<file path="src/rtl/tone_pkg.sv">
// ---------------------------------------------------------------------------
// tone_pkg
// Shared types and constants for the tone receive path.
//   - note_t / NOTE_C..NOTE_B : chromatic note index, C4 = 0 .. B4 = 11
//   - NOMINAL_PERIOD[0..11]   : ideal full periods in 25 MHz cycles
//   - BOUND[0..12]            : bin edges; note i covers BOUND[i+1] <= p < BOUND[i]
//   - meter_state_t           : period meter FSM states
// ---------------------------------------------------------------------------
package tone_pkg;

  localparam int unsigned CLK_HZ    = 25_000_000;
  localparam int          NUM_NOTES = 12;

  typedef logic [3:0] note_t;

  localparam note_t NOTE_C  = 4'd0;
  localparam note_t NOTE_CS = 4'd1;
  localparam note_t NOTE_D  = 4'd2;
  localparam note_t NOTE_DS = 4'd3;
  localparam note_t NOTE_E  = 4'd4;
  localparam note_t NOTE_F  = 4'd5;
  localparam note_t NOTE_FS = 4'd6;
  localparam note_t NOTE_G  = 4'd7;
  localparam note_t NOTE_GS = 4'd8;
  localparam note_t NOTE_A  = 4'd9;
  localparam note_t NOTE_AS = 4'd10;
  localparam note_t NOTE_B  = 4'd11;

  // Ideal periods, C4..B4.
  localparam int unsigned NOMINAL_PERIOD [NUM_NOTES] = '{
    95556, 90193, 85131, 80353, 75843, 71586,
    67569, 63776, 60197, 56818, 53629, 50619
  };

  // Inner edges are floor midpoints of neighbouring nominals; the outer two
  // are the midpoints towards B3 (top) and C5 (bottom).
  localparam int unsigned BOUND [NUM_NOTES+1] = '{
    98397, 92874, 87662, 82742, 78098, 73714, 69577,
    65672, 61986, 58507, 55223, 52124, 49198
  };

  typedef enum logic {
    ST_IDLE    = 1'b0,
    ST_MEASURE = 1'b1
  } meter_state_t;

endpackage

</file>
<file path="src/rtl/tone_decoder_if.sv">
// ---------------------------------------------------------------------------
// tone_decoder_if
// Bundles the tone input and the decoded results.
//   TONE_IN      : raw square wave into the decoder
//   NOTE         : decoded note index
//   NOTE_VALID   : NOTE is a stable, in-range decode
//   NOTE_CHANGE  : single-cycle pulse on a new/changed valid note
//   PERIOD       : last measured period in clock cycles
//   PERIOD_VALID : single-cycle pulse when PERIOD updates
// Modports: slave = decoder side, master = source/consumer side.
// ---------------------------------------------------------------------------
interface tone_decoder_if #(
  parameter int CNT_W = 17
);
  import tone_pkg::*;

  logic             TONE_IN;
  note_t            NOTE;
  logic             NOTE_VALID;
  logic             NOTE_CHANGE;
  logic [CNT_W-1:0] PERIOD;
  logic             PERIOD_VALID;

  modport master (
    output TONE_IN,
    input  NOTE, NOTE_VALID, NOTE_CHANGE, PERIOD, PERIOD_VALID
  );

  modport slave (
    input  TONE_IN,
    output NOTE, NOTE_VALID, NOTE_CHANGE, PERIOD, PERIOD_VALID
  );

endinterface

</file>
<file path="src/rtl/tone_period_meter.sv">
// ---------------------------------------------------------------------------
// tone_period_meter
// Synchronises TONE_IN, detects rising edges and measures rise-to-rise
// periods in clock cycles. A missing edge for TIMEOUT_CYCLES drops back to
// IDLE so the next edge starts a fresh measurement.
//   clk_i          : system clock
//   rst_ni         : asynchronous active-low reset
//   tone_i         : asynchronous square wave
//   period_o       : last measured period
//   period_valid_o : single-cycle pulse when period_o updates
//   timeout_o      : single-cycle pulse (combinational) on tone loss
// ---------------------------------------------------------------------------
module tone_period_meter
  import tone_pkg::*;
#(
  parameter int unsigned TIMEOUT_CYCLES = 98398,
  parameter int          CNT_W          = 17
) (
  input  logic             clk_i,
  input  logic             rst_ni,
  input  logic             tone_i,
  output logic [CNT_W-1:0] period_o,
  output logic             period_valid_o,
  output logic             timeout_o
);

  localparam logic [CNT_W-1:0] CNT_LIM = CNT_W'(TIMEOUT_CYCLES);
  localparam logic [CNT_W-1:0] CNT_ONE = CNT_W'(1);

  logic [1:0]       sync_q;
  logic             sync_prev_q;
  logic             rise_q;
  meter_state_t     state_q, state_d;
  logic [CNT_W-1:0] cnt_q, cnt_d;
  logic [CNT_W-1:0] period_q, period_d;
  logic             pv_q, pv_d;
  logic             timeout;

  // Input path: two synchroniser flops then a registered rising-edge detect,
  // so rise_q appears three clocks after the input edge.
  always_ff @(posedge clk_i or negedge rst_ni) begin
    if (!rst_ni) begin
      sync_q      <= 2'b00;
      sync_prev_q <= 1'b0;
      rise_q      <= 1'b0;
    end else begin
      sync_q      <= {sync_q[0], tone_i};
      sync_prev_q <= sync_q[1];
      rise_q      <= sync_q[1] & ~sync_prev_q;
    end
  end

  // FSM state register plus the datapath registers it steers.
  always_ff @(posedge clk_i or negedge rst_ni) begin
    if (!rst_ni) begin
      state_q  <= ST_IDLE;
      cnt_q    <= '0;
      period_q <= '0;
      pv_q     <= 1'b0;
    end else begin
      state_q  <= state_d;
      cnt_q    <= cnt_d;
      period_q <= period_d;
      pv_q     <= pv_d;
    end
  end

  // Next-state logic. A rise always beats a coincident timeout.
  always_comb begin
    state_d = state_q;
    case (state_q)
      ST_IDLE:    if (rise_q) state_d = ST_MEASURE;
      ST_MEASURE: if (!rise_q && (cnt_q >= CNT_LIM)) state_d = ST_IDLE;
      default:    state_d = ST_IDLE;
    endcase
  end

  // Output / datapath logic.
  always_comb begin
    cnt_d    = cnt_q;
    period_d = period_q;
    pv_d     = 1'b0;
    timeout  = 1'b0;
    case (state_q)
      ST_IDLE: begin
        cnt_d = rise_q ? CNT_ONE : '0;
      end
      ST_MEASURE: begin
        if (rise_q) begin
          period_d = cnt_q;
          pv_d     = 1'b1;
          cnt_d    = CNT_ONE;
        end else if (cnt_q >= CNT_LIM) begin
          timeout = 1'b1;
          cnt_d   = '0;
        end else begin
          cnt_d = cnt_q + CNT_ONE;
        end
      end
      default: cnt_d = '0;
    endcase
  end

  assign period_o       = period_q;
  assign period_valid_o = pv_q;
  assign timeout_o      = timeout;

endmodule

</file>
<file path="src/rtl/tone_decoder.sv">
// ---------------------------------------------------------------------------
// tone_decoder
// Classifies measured tone periods into chromatic notes C4..B4 and only
// reports a note once it has been seen for STABLE_COUNT consecutive periods.
//   CLK     : 25 MHz system clock
//   RESET_N : asynchronous active-low reset
//   bus     : tone_decoder_if.slave (TONE_IN in; NOTE, NOTE_VALID,
//             NOTE_CHANGE, PERIOD, PERIOD_VALID out)
// Latency: NOTE/NOTE_VALID update two cycles after PERIOD_VALID.
// ---------------------------------------------------------------------------
module tone_decoder
  import tone_pkg::*;
#(
  parameter int          STABLE_COUNT   = 3,
  parameter int unsigned TIMEOUT_CYCLES = 98398,
  parameter int          CNT_W          = 17
) (
  input  logic           CLK,
  input  logic           RESET_N,
  tone_decoder_if.slave  bus
);

  localparam int             RUN_W   = (STABLE_COUNT < 2) ? 1 : $clog2(STABLE_COUNT + 1);
  localparam logic [RUN_W-1:0] RUN_MAX = RUN_W'(STABLE_COUNT);
  localparam logic [RUN_W-1:0] RUN_ONE = RUN_W'(1);

  logic [CNT_W-1:0] period;
  logic             period_valid;
  logic             timeout;

  tone_period_meter #(
    .TIMEOUT_CYCLES (TIMEOUT_CYCLES),
    .CNT_W          (CNT_W)
  ) u_meter (
    .clk_i          (CLK),
    .rst_ni         (RESET_N),
    .tone_i         (bus.TONE_IN),
    .period_o       (period),
    .period_valid_o (period_valid),
    .timeout_o      (timeout)
  );

  // ---------------- Classifier ----------------
  logic [31:0]          period_ext;
  logic [NUM_NOTES-1:0] hit;
  note_t                cls_bin_d, cls_bin_q;
  logic                 cls_in_d, cls_in_q;
  logic                 cls_valid_q;

  assign period_ext = 32'(period);

  // One window comparator per note; windows are disjoint so at most one hits.
  genvar gi;
  generate
    for (gi = 0; gi < NUM_NOTES; gi++) begin : g_bin
      assign hit[gi] = (period_ext >= BOUND[gi+1]) && (period_ext < BOUND[gi]);
    end
  endgenerate

  always_comb begin
    cls_bin_d = NOTE_C;
    cls_in_d  = |hit;
    for (int i = 0; i < NUM_NOTES; i++) begin
      if (hit[i]) cls_bin_d = note_t'(i);
    end
  end

  always_ff @(posedge CLK or negedge RESET_N) begin
    if (!RESET_N) begin
      cls_valid_q <= 1'b0;
      cls_bin_q   <= NOTE_C;
      cls_in_q    <= 1'b0;
    end else begin
      cls_valid_q <= period_valid;
      if (period_valid) begin
        cls_bin_q <= cls_bin_d;
        cls_in_q  <= cls_in_d;
      end
    end
  end

  // ---------------- Stability filter ----------------
  // run_q == 0 means "no candidate", so candidate index 0 (C) is unambiguous.
  note_t            cand_q, cand_d;
  logic [RUN_W-1:0] run_q, run_d;
  note_t            note_q, note_d;
  logic             nv_q, nv_d;
  logic             chg_q, chg_d;

  always_comb begin
    cand_d = cand_q;
    run_d  = run_q;
    note_d = note_q;
    nv_d   = nv_q;
    chg_d  = 1'b0;
    if (timeout) begin
      nv_d   = 1'b0;
      run_d  = '0;
      cand_d = NOTE_C;
    end else if (cls_valid_q) begin
      if (!cls_in_q) begin
        nv_d   = 1'b0;
        run_d  = '0;
        cand_d = NOTE_C;
      end else begin
        if ((run_q != '0) && (cls_bin_q == cand_q)) begin
          run_d = (run_q >= RUN_MAX) ? RUN_MAX : run_q + RUN_ONE;
        end else begin
          cand_d = cls_bin_q;
          run_d  = RUN_ONE;
        end
        // Until the new candidate matures, the previous NOTE/NOTE_VALID hold.
        if (run_d == RUN_MAX) begin
          note_d = cand_d;
          nv_d   = 1'b1;
          chg_d  = !nv_q || (note_q != cand_d);
        end
      end
    end
  end

  always_ff @(posedge CLK or negedge RESET_N) begin
    if (!RESET_N) begin
      cand_q <= NOTE_C;
      run_q  <= '0;
      note_q <= NOTE_C;
      nv_q   <= 1'b0;
      chg_q  <= 1'b0;
    end else begin
      cand_q <= cand_d;
      run_q  <= run_d;
      note_q <= note_d;
      nv_q   <= nv_d;
      chg_q  <= chg_d;
    end
  end

  assign bus.NOTE         = note_q;
  assign bus.NOTE_VALID   = nv_q;
  assign bus.NOTE_CHANGE  = chg_q;
  assign bus.PERIOD       = period;
  assign bus.PERIOD_VALID = period_valid;

endmodule
</file>
<file path="src/flat_wrapper.sv">
// flat-port wrapper written by rule: the top's interface ports become plain ports
module tone_decoder_flat import tone_pkg::*;
#(
  parameter int          STABLE_COUNT   = 3,
  parameter int unsigned TIMEOUT_CYCLES = 98398,
  parameter int          CNT_W          = 17
)
  (CLK, RESET_N, bus_TONE_IN, bus_NOTE, bus_NOTE_VALID, bus_NOTE_CHANGE, bus_PERIOD, bus_PERIOD_VALID);
  tone_decoder_if #(.CNT_W(CNT_W)) bus_i ();
  input  logic CLK;
  input  logic RESET_N;
  input wire logic [$bits(bus_i.TONE_IN)-1:0] bus_TONE_IN;
  output wire logic [$bits(bus_i.NOTE)-1:0] bus_NOTE;
  output wire logic [$bits(bus_i.NOTE_VALID)-1:0] bus_NOTE_VALID;
  output wire logic [$bits(bus_i.NOTE_CHANGE)-1:0] bus_NOTE_CHANGE;
  output wire logic [$bits(bus_i.PERIOD)-1:0] bus_PERIOD;
  output wire logic [$bits(bus_i.PERIOD_VALID)-1:0] bus_PERIOD_VALID;
  assign bus_i.TONE_IN = bus_TONE_IN;
  assign bus_NOTE = bus_i.NOTE;
  assign bus_NOTE_VALID = bus_i.NOTE_VALID;
  assign bus_NOTE_CHANGE = bus_i.NOTE_CHANGE;
  assign bus_PERIOD = bus_i.PERIOD;
  assign bus_PERIOD_VALID = bus_i.PERIOD_VALID;
  tone_decoder #(.STABLE_COUNT(STABLE_COUNT), .TIMEOUT_CYCLES(TIMEOUT_CYCLES), .CNT_W(CNT_W)) u_core (.CLK(CLK), .RESET_N(RESET_N), .bus(bus_i));
endmodule
</file>
<file path="config.mk">
export PLATFORM = sky130hd
export DESIGN_NAME = tone_decoder_flat
export DESIGN_NICKNAME = d
export VERILOG_FILES = /design/src/rtl/tone_pkg.sv /design/src/rtl/tone_decoder_if.sv /design/src/rtl/tone_period_meter.sv /design/src/rtl/tone_decoder.sv /design/src/flat_wrapper.sv
export SDC_FILE = /design/constraint.sdc
export NUM_CORES = 1
export LEC_CHECK = 0
export ABC_AREA = 1
export ABC_CLOCK_PERIOD_IN_PS = 1700
export BUFFER_PORTS_ARGS = -buffer_cell sky130_fd_sc_hd__buf_2
export CAP_MARGIN = 20
export CORE_ASPECT_RATIO = 1.2
export CORE_MARGIN = 8
export CORE_UTILIZATION = 40
export CTS_CLUSTER_DIAMETER = 50
export DETAILED_ROUTE_END_ITERATION = 8
export PLACE_DENSITY_LB_ADDON = 0.15
export SLEW_MARGIN = 10
export SYNTH_ARGS = -nofsm -noshare
export SYNTH_HDL_FRONTEND = slang
export SYNTH_SLANG_ARGS = --single-unit
</file>
<file path="constraint.sdc">
create_clock -name CLK -period 1.7 [get_ports CLK]
set_input_delay 0.085 -clock CLK [delete_from_list [all_inputs] [get_ports CLK]]
set_output_delay 0.085 -clock CLK [all_outputs]
set_load 0.005 [all_outputs]
</file>
==> results of run 1 <==
-- final timing paths --
| kind | start | endpoint | slack, ps | cells after the start |
|---|---|---|---|---|
| max | u_core.u_meter.cnt_q[1] | u_core.bus.NOTE[1] | 10 | 10 |
| max in group asynchronous | RESET_N | u_core.u_meter.period_o[7] | 1120 | 3 |
| min in group CLK | u_core.u_meter.sync_q[0] | u_core.u_meter.sync_q[1] | 350 | 0 |
| min reg2reg | u_core.u_meter.sync_q[0] | u_core.u_meter.sync_q[1] | 350 | 0 |
| max reg2reg | u_core.u_meter.cnt_q[1] | u_core.bus.NOTE[1] | 10 | 10 |
| min | RESET_N | u_core.bus.NOTE[0] | 290 | 3 |
-- area by class of cell --
class	instances	area, um^2
clock inverter	7	43.8
sequential	58	1460
fill	840	3760
multi-input combinational	367	1950
clock buffer	9	124
timing repair buffer	101	733
inverter	64	243
tap	117	146
-- flip-flops by register name, summed over array words and instances, names as in the netlist, 2 cells and up --
name	cells
u_core.cand_q	4
u_core.cls_bin_q	4
u_core.run_q	2
u_core.u_meter.cnt_q	17
u_core.u_meter.period_o	17
u_core.bus.NOTE	4
u_core.u_meter.sync_q	2
-- per-stage QoR --
stage | cell area [um^2] | setup WS (ps) | utilization | TNS (ps)
finish | 4710 | 10.4 | 0.556 | 0
floorplan | 3430 | 118 | - | 0
global placement | 4180 | -30.8 | 0.494 | -62.3
CTS | 4430 | 4.03 | 0.523 | 0
detailed placement | 4180 | -60.8 | 0.494 | -586
global route | 4710 | -141 | 0.556 | -1260
-- synth_stat cells --
library cell  count  area [um^2]
a211oi_1          1         7.51
a21o_1            1         7.51
a21oi_1          16         80.1
a31oi_1           1         6.26
a41oi_1           1         8.76
and2_1            1         6.26
buf_2             4         20.0
buf_4             1         7.51
clkbuf_1          2         7.51
clkbuf_2          1         5.00
clkinv_1          1         3.75
dfrtp_1          58         1450
ha_1              2         25.0
inv_1            60          225
inv_2             3         11.3
nand2_1         153          574
nand2_2           3         18.8
nand3_1          28          140
nand3_2           3         30.0
nand3b_1          1         7.51
nand3b_2          1         11.3
nand4_1           8         50.1
nor2_1           67          251
nor2_2            6         37.5
nor2_4            3         33.8
nor3_1           12         60.1
nor3_2            1         10.0
nor4_1            5         31.3
o211ai_1          1         7.51
o21a_1            1         7.51
o21ai_0          32          160
o21ai_1           3         15.0
o21bai_1          1         7.51
o22ai_1           6         37.5
or2_2             1         6.26
xnor2_1           1         8.76
xor2_1            6         52.6
-- layer usage --
layer / vias to the layer above / track usage / wire (um)
li1: 1801 / - / -
met1: 1655 / 0.195 / 4240
met2: 110 / 0.305 / 5130
met3: 26 / 0.0402 / 525
met4: 0 / 0.0929 / 318
met5: - / 0 / 0
-- cells by family after synthesis --
group	after synthesis
DFF	58
buffers and inverters	72
adders and majority gates	2
AOI/OAI and AO/OA	64
and+or+nand+nor	293
xor gates and xnor gates	7
-- critical path: stages (launching register included) --
cell and delay [ps]:
dfrtp_2 450, ha_2 190, nor2_1 80, o21ai_1 60
nand2_1 120, nand3_2 100, nand4_1 130, buf_6 170
nand3b_4 130, nand2_2 90, o21ai_1 60
-- power breakdown --
| group | total [mW] | internal, mW | switching (mW) |
|---|---|---|---|
| combinational | 0.759 | 0.327 | 0.432 |
| clock | 1.09 | 0.521 | 0.571 |
| sequential | 1.62 | 1.50 | 0.112 |
-- what timing repair did --
action,in CTS,in global routing
hold buffers,2,0
endpoints found under the hold margin,59,0
gates cloned,0,1
resized for setup,10,81
setup buffers,3,3
endpoints found under the setup margin,16,32
pin swaps,0,29
==> results.cfg, run 1 <==
[pwr]
total_leakage_power_nw = 2.46
powerDensity_nw_per_um2 = 737
power_mw = 3.47
ir_worst_vdd_uv = 692

[timing]
slew_headroom = 0.767
worstMarginPinSlew_ps = 346
hold_violations = 0
fin_worst_skew_ps = 13.0
min_period_ps = 1690
rsz0062_at_grt = true
setup_violations = 0
fin_crit_sh = 0.994
max_freq_ghz = 0.592
timing.hold.ws_ps = 286
drv_slew = 0

[detailed_routing]
avgViaCountPerCell = 4.97
drtIter0Drc = 193
ant_nets = 0
dr.pass1.iters = 4
vias = 3592
drc = 0
routedWlPerCell_um = 14.1
drt_wl_total_um = 10200

[cells_and_area]
final_cell_mix = nand2_1, buf_4, nor2_1
final_cell_count_no_fill = 723
final_common_cell = nand2_1
layout-drive-gt1-share = 0.325
area_delta_synth_final_pct = 37.1
nets = 606
antennaDiodeCount = 0

[synth]
synth_mux_area_frac = 0
syn-instance-count = 496
yosysSeqAreaShare = 0.423
syn_avg_cell_area_um2 = 6.92
synth_fa_ha_area_frac = 0.00729
synth.distinct_cells = 37
synth_xor_xnor_area_share = 0.0179
ys_warn_count = 0
synth_compound_area_frac = 0.101
netlist_area_um2 = 3430
syn_nets = 501
synth_top_family_by_area = simple AND/OR/NAND/NOR gates
ys_ff_latch = 58
synth-simple-area-share = 0.370

[run_status]
status = complete, no violations

[cts]
max-clock-path-buffers = 2
cts_sinks = 58
htreeDepth = 3
clockRootBuffer = clkbuf_8
cts.clk_slew.worst_paths_ps = 70
numCtsBuffers = 9
tritoncts = yes
clock_insertion_delay_worst_skew_ps = 350

[setup_path]
end_kind = register
arrival_ps = 1920
crit_required_ps = 1930
cp_max_fo = 6
critPathKind = reg2reg
startpoint_type = register

[job]
drv_cap = 0

[placement]
gp_congestion = 0.971
port_buffers = 26
dp.cells = 698
dp_hpwl_um = 7770

[floorplan]
initial_core_util = 0.405
io_pins = 27
die_h_um = 117
die-area_um2 = 11800
rows = 37
core_region_area_um2 = 8470
die_x_um = 101

[global_route]
grt_remaining_overflow = 0
grt_pass1_wl_um = 16300
antenna_found_initial = 0
grt_max_degree = 59
grt_pass1_vias = 3528
track_usage = 0.177

[min_path]
hold_class = in2async
Note: power is estimated with default switching activity, not from simulation.
==> run 2, diff against run 1 <==
--- a/config.mk
+++ b/config.mk
@@ -14,7 +14,8 @@
 export CORE_UTILIZATION = 40
 export CTS_CLUSTER_DIAMETER = 50
 export DETAILED_ROUTE_END_ITERATION = 8
-export PLACE_DENSITY_LB_ADDON = 0.15
+export PLACE_DENSITY = 0.68
+export RECOVER_POWER = 25
 export SLEW_MARGIN = 10
 export SYNTH_ARGS = -nofsm -noshare
 export SYNTH_HDL_FRONTEND = slang
==> results.cfg, run 2 (synthesized netlist as in run 1, its figures left out) <==
[pwr]
total_leakage_power_nw = 2.36
p_clk_frac = 0.306
intPower_mw = 2.45
power.share.sequential = 0.457
pwr-share-comb = 0.237
switching_power_mw = 1.10
powerDensity_nw_per_um2 = 775
ir_worst_vdd_uv = 548
switching_share = 0.311
power_mw = 3.56

[placement]
gp_congestion = 0.976
dp_hpwl_um = 7340
place_ws_ps = -96.6
port_buffers = 26
dpl_cell_area_um2 = 4030
dp.cells = 677

[timing]
fin_crit_sh = 1.00
timing.hold.ws_ps = 354
rsz0062_at_grt = true
max_freq_ghz = 0.587
min_period_ps = 1700
hold_violations = 0
fin_setup_tns_ps = -2.75
worstMarginPinSlew_ps = 1150
setup_violations = 1
fin_ws_ps = -2.75
fin_worst_skew_ps = 14.6
drv_slew = 0
slew_headroom = 0.236

[cts]
max-clock-path-buffers = 2
numCtsBuffers = 9
cts.clk_slew.worst_paths_ps = 70
cts_sinks = 58
htreeDepth = 3
tritoncts = yes
clockRootBuffer = clkbuf_8
clock_insertion_delay_worst_skew_ps = 340

[cells_and_area]
final_common_cell = nand2_1
final_cell_count_no_fill = 705
final_cell_mix = nand2_1, inv_1, nor2_1
layout-drive-gt1-share = 0.308
antennaDiodeCount = 0
final_util = 0.542
nets = 588
area_delta_synth_final_pct = 33.7
final_area_um2 = 4590

[run_status]
status = complete, but fails checks
violations = setup timing

[setup_path]
r2r-start = u_core.u_meter.period_o[15]
r2r_slack_ps = -3
timing.rr.end = u_core.cls_in_q
cp_max_fo = 5
r2r_cells = 11
crit_required_ps = 1930
end_kind = register
startpoint_type = register
critPathKind = reg2reg
arrival_ps = 1940

[detailed_routing]
avgViaCountPerCell = 5.07
drtIter0Drc = 218
drc = 0
routedWlPerCell_um = 14.0
vias = 3571
ant_nets = 0
dr.pass1.iters = 5
drt_wl_total_um = 9840

[floorplan]
die_x_um = 101
die-area_um2 = 11800
core_region_area_um2 = 8470
rows = 37
die_h_um = 117
io_pins = 27
initial_core_util = 0.405

[global_route]
grt_pass1_vias = 3403
antenna_found_initial = 0
grt_remaining_overflow = 0
grt_max_degree = 39
grt_pass1_wl_um = 15800
track_usage = 0.169

[min_path]
hp-start = u_core.u_meter.sync_q[0]
whs_endpoint = u_core.u_meter.sync_q[1]
hold-path-cell-count = 0
hold_class = reg2reg

[job]
drv_cap = 0
run 2: cell types whose count changed in the layout (fill, tap and decap cells not counted), moves of 3 or more:
cell	change
a21oi_2	-3
clkbuf_1	+3
nor2_1	-3
a21oi_1	+4
buf_4	-17
nor2_4	+4
nand3_2	+5
nand3_1	-5
run 2: worst max-delay path by stage:
stage	startpoint	endpoint	slack, ps	cells after the start
floorplan	u_core.u_meter.cnt_q[0]	u_core.bus.NOTE_VALID	120	11
global placement	u_core.u_meter.cnt_q[13]	u_core.u_meter.cnt_q[13]	-70	6
detailed placement	u_core.u_meter.cnt_q[0]	u_core.u_meter.cnt_q[16]	-100	10
CTS	u_core.u_meter.cnt_q[0]	u_core.bus.NOTE[1]	1	11
global route	u_core.u_meter.cnt_q[1]	u_core.u_meter.cnt_q[12]	-130	11
finish	u_core.u_meter.period_o[15]	u_core.cls_in_q	-3	11
run 2: critical path, cell delays in order, from the launching register on:
cell     delay (ps)
dfrtp_2         420
inv_2            70
nor2_4          150
nand2_4         100
nor2_4          130
nand4_1         170
nand3_1         160
nand3_2          80
nor2_2          140
nand3_1          80
nand2_1          60
inv_1            30
run 2: repair_timing:
| action | CTS | global route |
|---|---|---|
| gates resized for setup | 9 | 88 |
| hold buffers | 2 | 0 |
| pin swaps | 1 | 22 |
| buffers inserted | 2 | 7 |
| hold endpoints to repair | 21 | 0 |
| cloned | 0 | 1 |
| endpoints found under the setup margin | 29 | 33 |
run 2: layout make-up:
class / instances / area [um^2]
flip-flops and latches: 58 / 1470
multi-input cells: 367 / 1980
repair buffers: 83 / 583
clock inverters: 5 / 30.0
well taps: 117 / 146
fillers: 803 / 3880
clock buffers: 11 / 141
inverters: 64 / 240
run 2: metal layers:
layer,part of all wire,track usage,routed length [um]
met4,0.028,0.0872,274
met5,0,0,0
met3,0.039,0.0302,387
met1,0.43,0.199,4240
met2,0.50,0.283,4930
run 2: power by group through the flow:
stage | Clock [mW] | Sequential (mW) | Combinational, mW
CTS | 1.12 | 1.60 | 0.676
global route | 1.18 | 1.64 | 0.935
floorplan | 0 | 1.64 | 0.339
finish | 1.09 | 1.63 | 0.843
global placement | 0 | 1.62 | 0.655
detailed placement | 0 | 1.62 | 0.662
==> run 3, diff against run 2 <==
--- a/config.mk
+++ b/config.mk
@@ -5,7 +5,6 @@
 export SDC_FILE = /design/constraint.sdc
 export NUM_CORES = 1
 export LEC_CHECK = 0
-export ABC_AREA = 1
 export ABC_CLOCK_PERIOD_IN_PS = 1700
 export BUFFER_PORTS_ARGS = -buffer_cell sky130_fd_sc_hd__buf_2
 export CAP_MARGIN = 20
==> results.cfg, run 3 <==
[setup_path]
critPathKind = reg2reg
crit_required_ps = 1930
r2r_cells = 8
r2r-start = u_core.u_meter.cnt_q[0]
end_kind = register
arrival_ps = 2130
worstPathCellList = inv_2 -> ha_2 -> o2111a_1 -> o21ai_2 -> a311oi_4 -> nor3_4 -> buf_12 -> mux2_4
worstPathBufferInverterCount = 2
crit_path_top_delay_cell = dfrtp_1
timing.rr.end = u_core.bus.NOTE[1]
cp_top_family = compound AO/OA/AOI/OAI gates
max_stage_delay_ps = 360
cp_max_fo = 5
startpoint_type = register
r2r_slack_ps = -200

[cts]
cts.clk_slew.worst_paths_ps = 70
numCtsBuffers = 9
cts_sinks = 58
clock_insertion_delay_worst_skew_ps = 350
clockRootBuffer = clkbuf_8
max-clock-path-buffers = 2
htreeDepth = 3
tritoncts = yes

[global_route]
grt.met3_usage = 0.0314
grt_util_met2 = 0.270
grt_remaining_overflow = 0
grt_use_met1 = 0.175
track_usage = 0.159
grt_most_used_layer = met2
grt_pass1_vias = 2768
antenna_found_initial = 0
grt_max_degree = 59
grt_pass1_wl_um = 13400

[synth]
synth_fa_ha_area_frac = 0.00804
synth_most_common_cell = dfrtp_1
syn-instance-count = 309
ys_warn_count = 0
ys_ff_latch = 58
synth_top_family_by_area = simple AND/OR/NAND/NOR gates
netlist_area_um2 = 3110
synth-simple-area-share = 0.198
synth_common_cells = dfrtp_1, nor2_1, nand2_1, xor2_1, o21ai_0
yosysTopAreaCellShare = 0.466
syn_nets = 314
synth_mux_area_frac = 0.0591
synth_edf_count = 0
synth.distinct_cells = 59
synth_xor_xnor_area_share = 0.0619
synthArstFlopShare = 1.00
syn_avg_cell_area_um2 = 10.1
synthFlopType = dfrtp_1
ys_top_cells_by_area = dfrtp_1, xor2_1, mux2_2, nor2_1, nand2_1
synth_top_area_cell = dfrtp_1
synth_compound_area_frac = 0.166
yosysSeqAreaShare = 0.466

[placement]
gp_congestion = 0.849
port_buffers = 26
dp_hpwl_um = 6080
dpl_cell_area_um2 = 3840

[detailed_routing]
vias = 2853
routedWlPerCell_um = 17.3
ant_nets = 0
drtIter0Drc = 199
avgViaCountPerCell = 5.58
dr.pass1.iters = 4
drt_wl_total_um = 8850
drc = 0

[cells_and_area]
nFillCells = 633
final_util = 0.604
antennaDiodeCount = 0
area_delta_synth_final_pct = 47.9
final_area_um2 = 4600
final_cell_mix = buf_4, dfrtp_1, buf_2
multi_input_area_um2 = 1910
regArea_um2 = 1460
final_common_cell = buf_4
nets = 419
layout-drive-gt1-share = 0.499

[timing]
setup_violations = 15
fin_ws_ps = -196
fin_worst_skew_ps = 9.54
slew_headroom = 0.472
rsz0062_at_grt = true
min_period_ps = 1900
hold_violations = 0
drv_slew = 0
max_freq_ghz = 0.528
fin_crit_sh = 1.12
worstMarginPinSlew_ps = 792
fin_setup_tns_ps = -1000

[pwr]
total_leakage_power_nw = 2.02
ir_worst_vdd_uv = 691
powerDensity_nw_per_um2 = 873

[min_path]
whs_endpoint = u_core.u_meter.sync_q[1]
hold_class = reg2reg
hp-start = u_core.u_meter.sync_q[0]
hold-path-cell-count = 0

[run_status]
violations = setup timing
status = complete, but fails checks

[floorplan]
io_pins = 27
initial_core_util = 0.409
die_x_um = 96.5
die-area_um2 = 10900
die_h_um = 113
core_region_area_um2 = 7620
rows = 35

[job]
drv_cap = 0
==> run 3: cell types whose count changed in the layout (fill, tap and decap cells not counted), sizes merged, moves of 5 or more <==
cell | before | now
o22ai | 6 | 1
nand2 | 156 | 25
nand2b | 0 | 9
xor2 | 6 | 16
nor2 | 76 | 27
mux2 | 0 | 15
buf | 79 | 109
xnor2 | 1 | 6
a21oi | 16 | 11
nand3 | 31 | 11
o21ai | 35 | 14
inv | 63 | 9
==> run 3: worst max path at each step <==
stage / slack (ps) / cells after the start / end / from
3_5_place_dp: -240 / 5 / u_core.bus.NOTE[1] / u_core.cand_q[1]
4_1_cts: -220 / 7 / u_core.bus.NOTE[1] / u_core.u_meter.cnt_q[1]
2_1_floorplan: -160 / 6 / u_core.bus.NOTE[0] / u_core.u_meter.cnt_q[1]
3_3_place_gp: -160 / 6 / u_core.bus.NOTE[2] / u_core.u_meter.cnt_q[1]
6_report: -200 / 8 / u_core.bus.NOTE[1] / u_core.u_meter.cnt_q[0]
5_1_grt: -320 / 8 / u_core.bus.NOTE[1] / u_core.u_meter.cnt_q[0]
==> run 3: power by group <==
part / leakage (nW) / internal [mW] / switching [mW]
combinational: 1.16 / 0.575 / 0.526
clock: 0.0921 / 0.684 / 0.592
sequential: 0.763 / 1.52 / 0.120
==> run 3: area by class of cell <==
class / count / area share
multi-input combinational: 223 / 0.415
clock inverter: 7 / 0.0171
sequential: 58 / 0.317
inverter: 9 / 0.00734
clock buffer: 9 / 0.0269
tap: 92 / 0.0250
timing repair buffer: 113 / 0.192
==> run 3: stage by stage <==
step | hold slack [ps] | total power [mW] | cells | setup WS, ps
floorplan | -211 | 2.07 | 309 | -165
global placement | 112 | 2.46 | 476 | -161
detailed placement | 112 | 2.49 | 476 | -237
CTS | 275 | 3.81 | 498 | -217
global route | 368 | 4.19 | 511 | -317
finish | 358 | 4.02 | 511 | -196
==> run 3: repair_timing <==
| item | 4_1_cts | 5_1_grt |
|---|---|---|
| endpoints found under the hold margin | 59 | 0 |
| hold buffers | 2 | 0 |
| gates cloned | 0 | 2 |
| resized for setup | 21 | 68 |
| endpoints found under the setup margin | 10 | 34 |
| setup buffers | 6 | 13 |
| pin swaps | 15 | 33 |
==> run 3: routing by layer <==
layer | share of wire | wire (um) | up-vias
met3 | 0.036 | 318 | 30
met4 | 0.038 | 334 | 0
li1 | - | - | 1334
met1 | 0.37 | 3290 | 1422
met2 | 0.55 | 4910 | 67
met5 | 0 | 0 | -
==> run 3: kinds of logic (layout without fill, tap and decap cells) <==
logic type | count (synthesis) | in the layout
simple gates | 114 | 114
flops | 58 | 58
mux | 15 | 15
compound gates | 70 | 70
buf+inv | 28 | 138
fa+ha+maj | 2 | 2
xor+xnor | 22 | 22
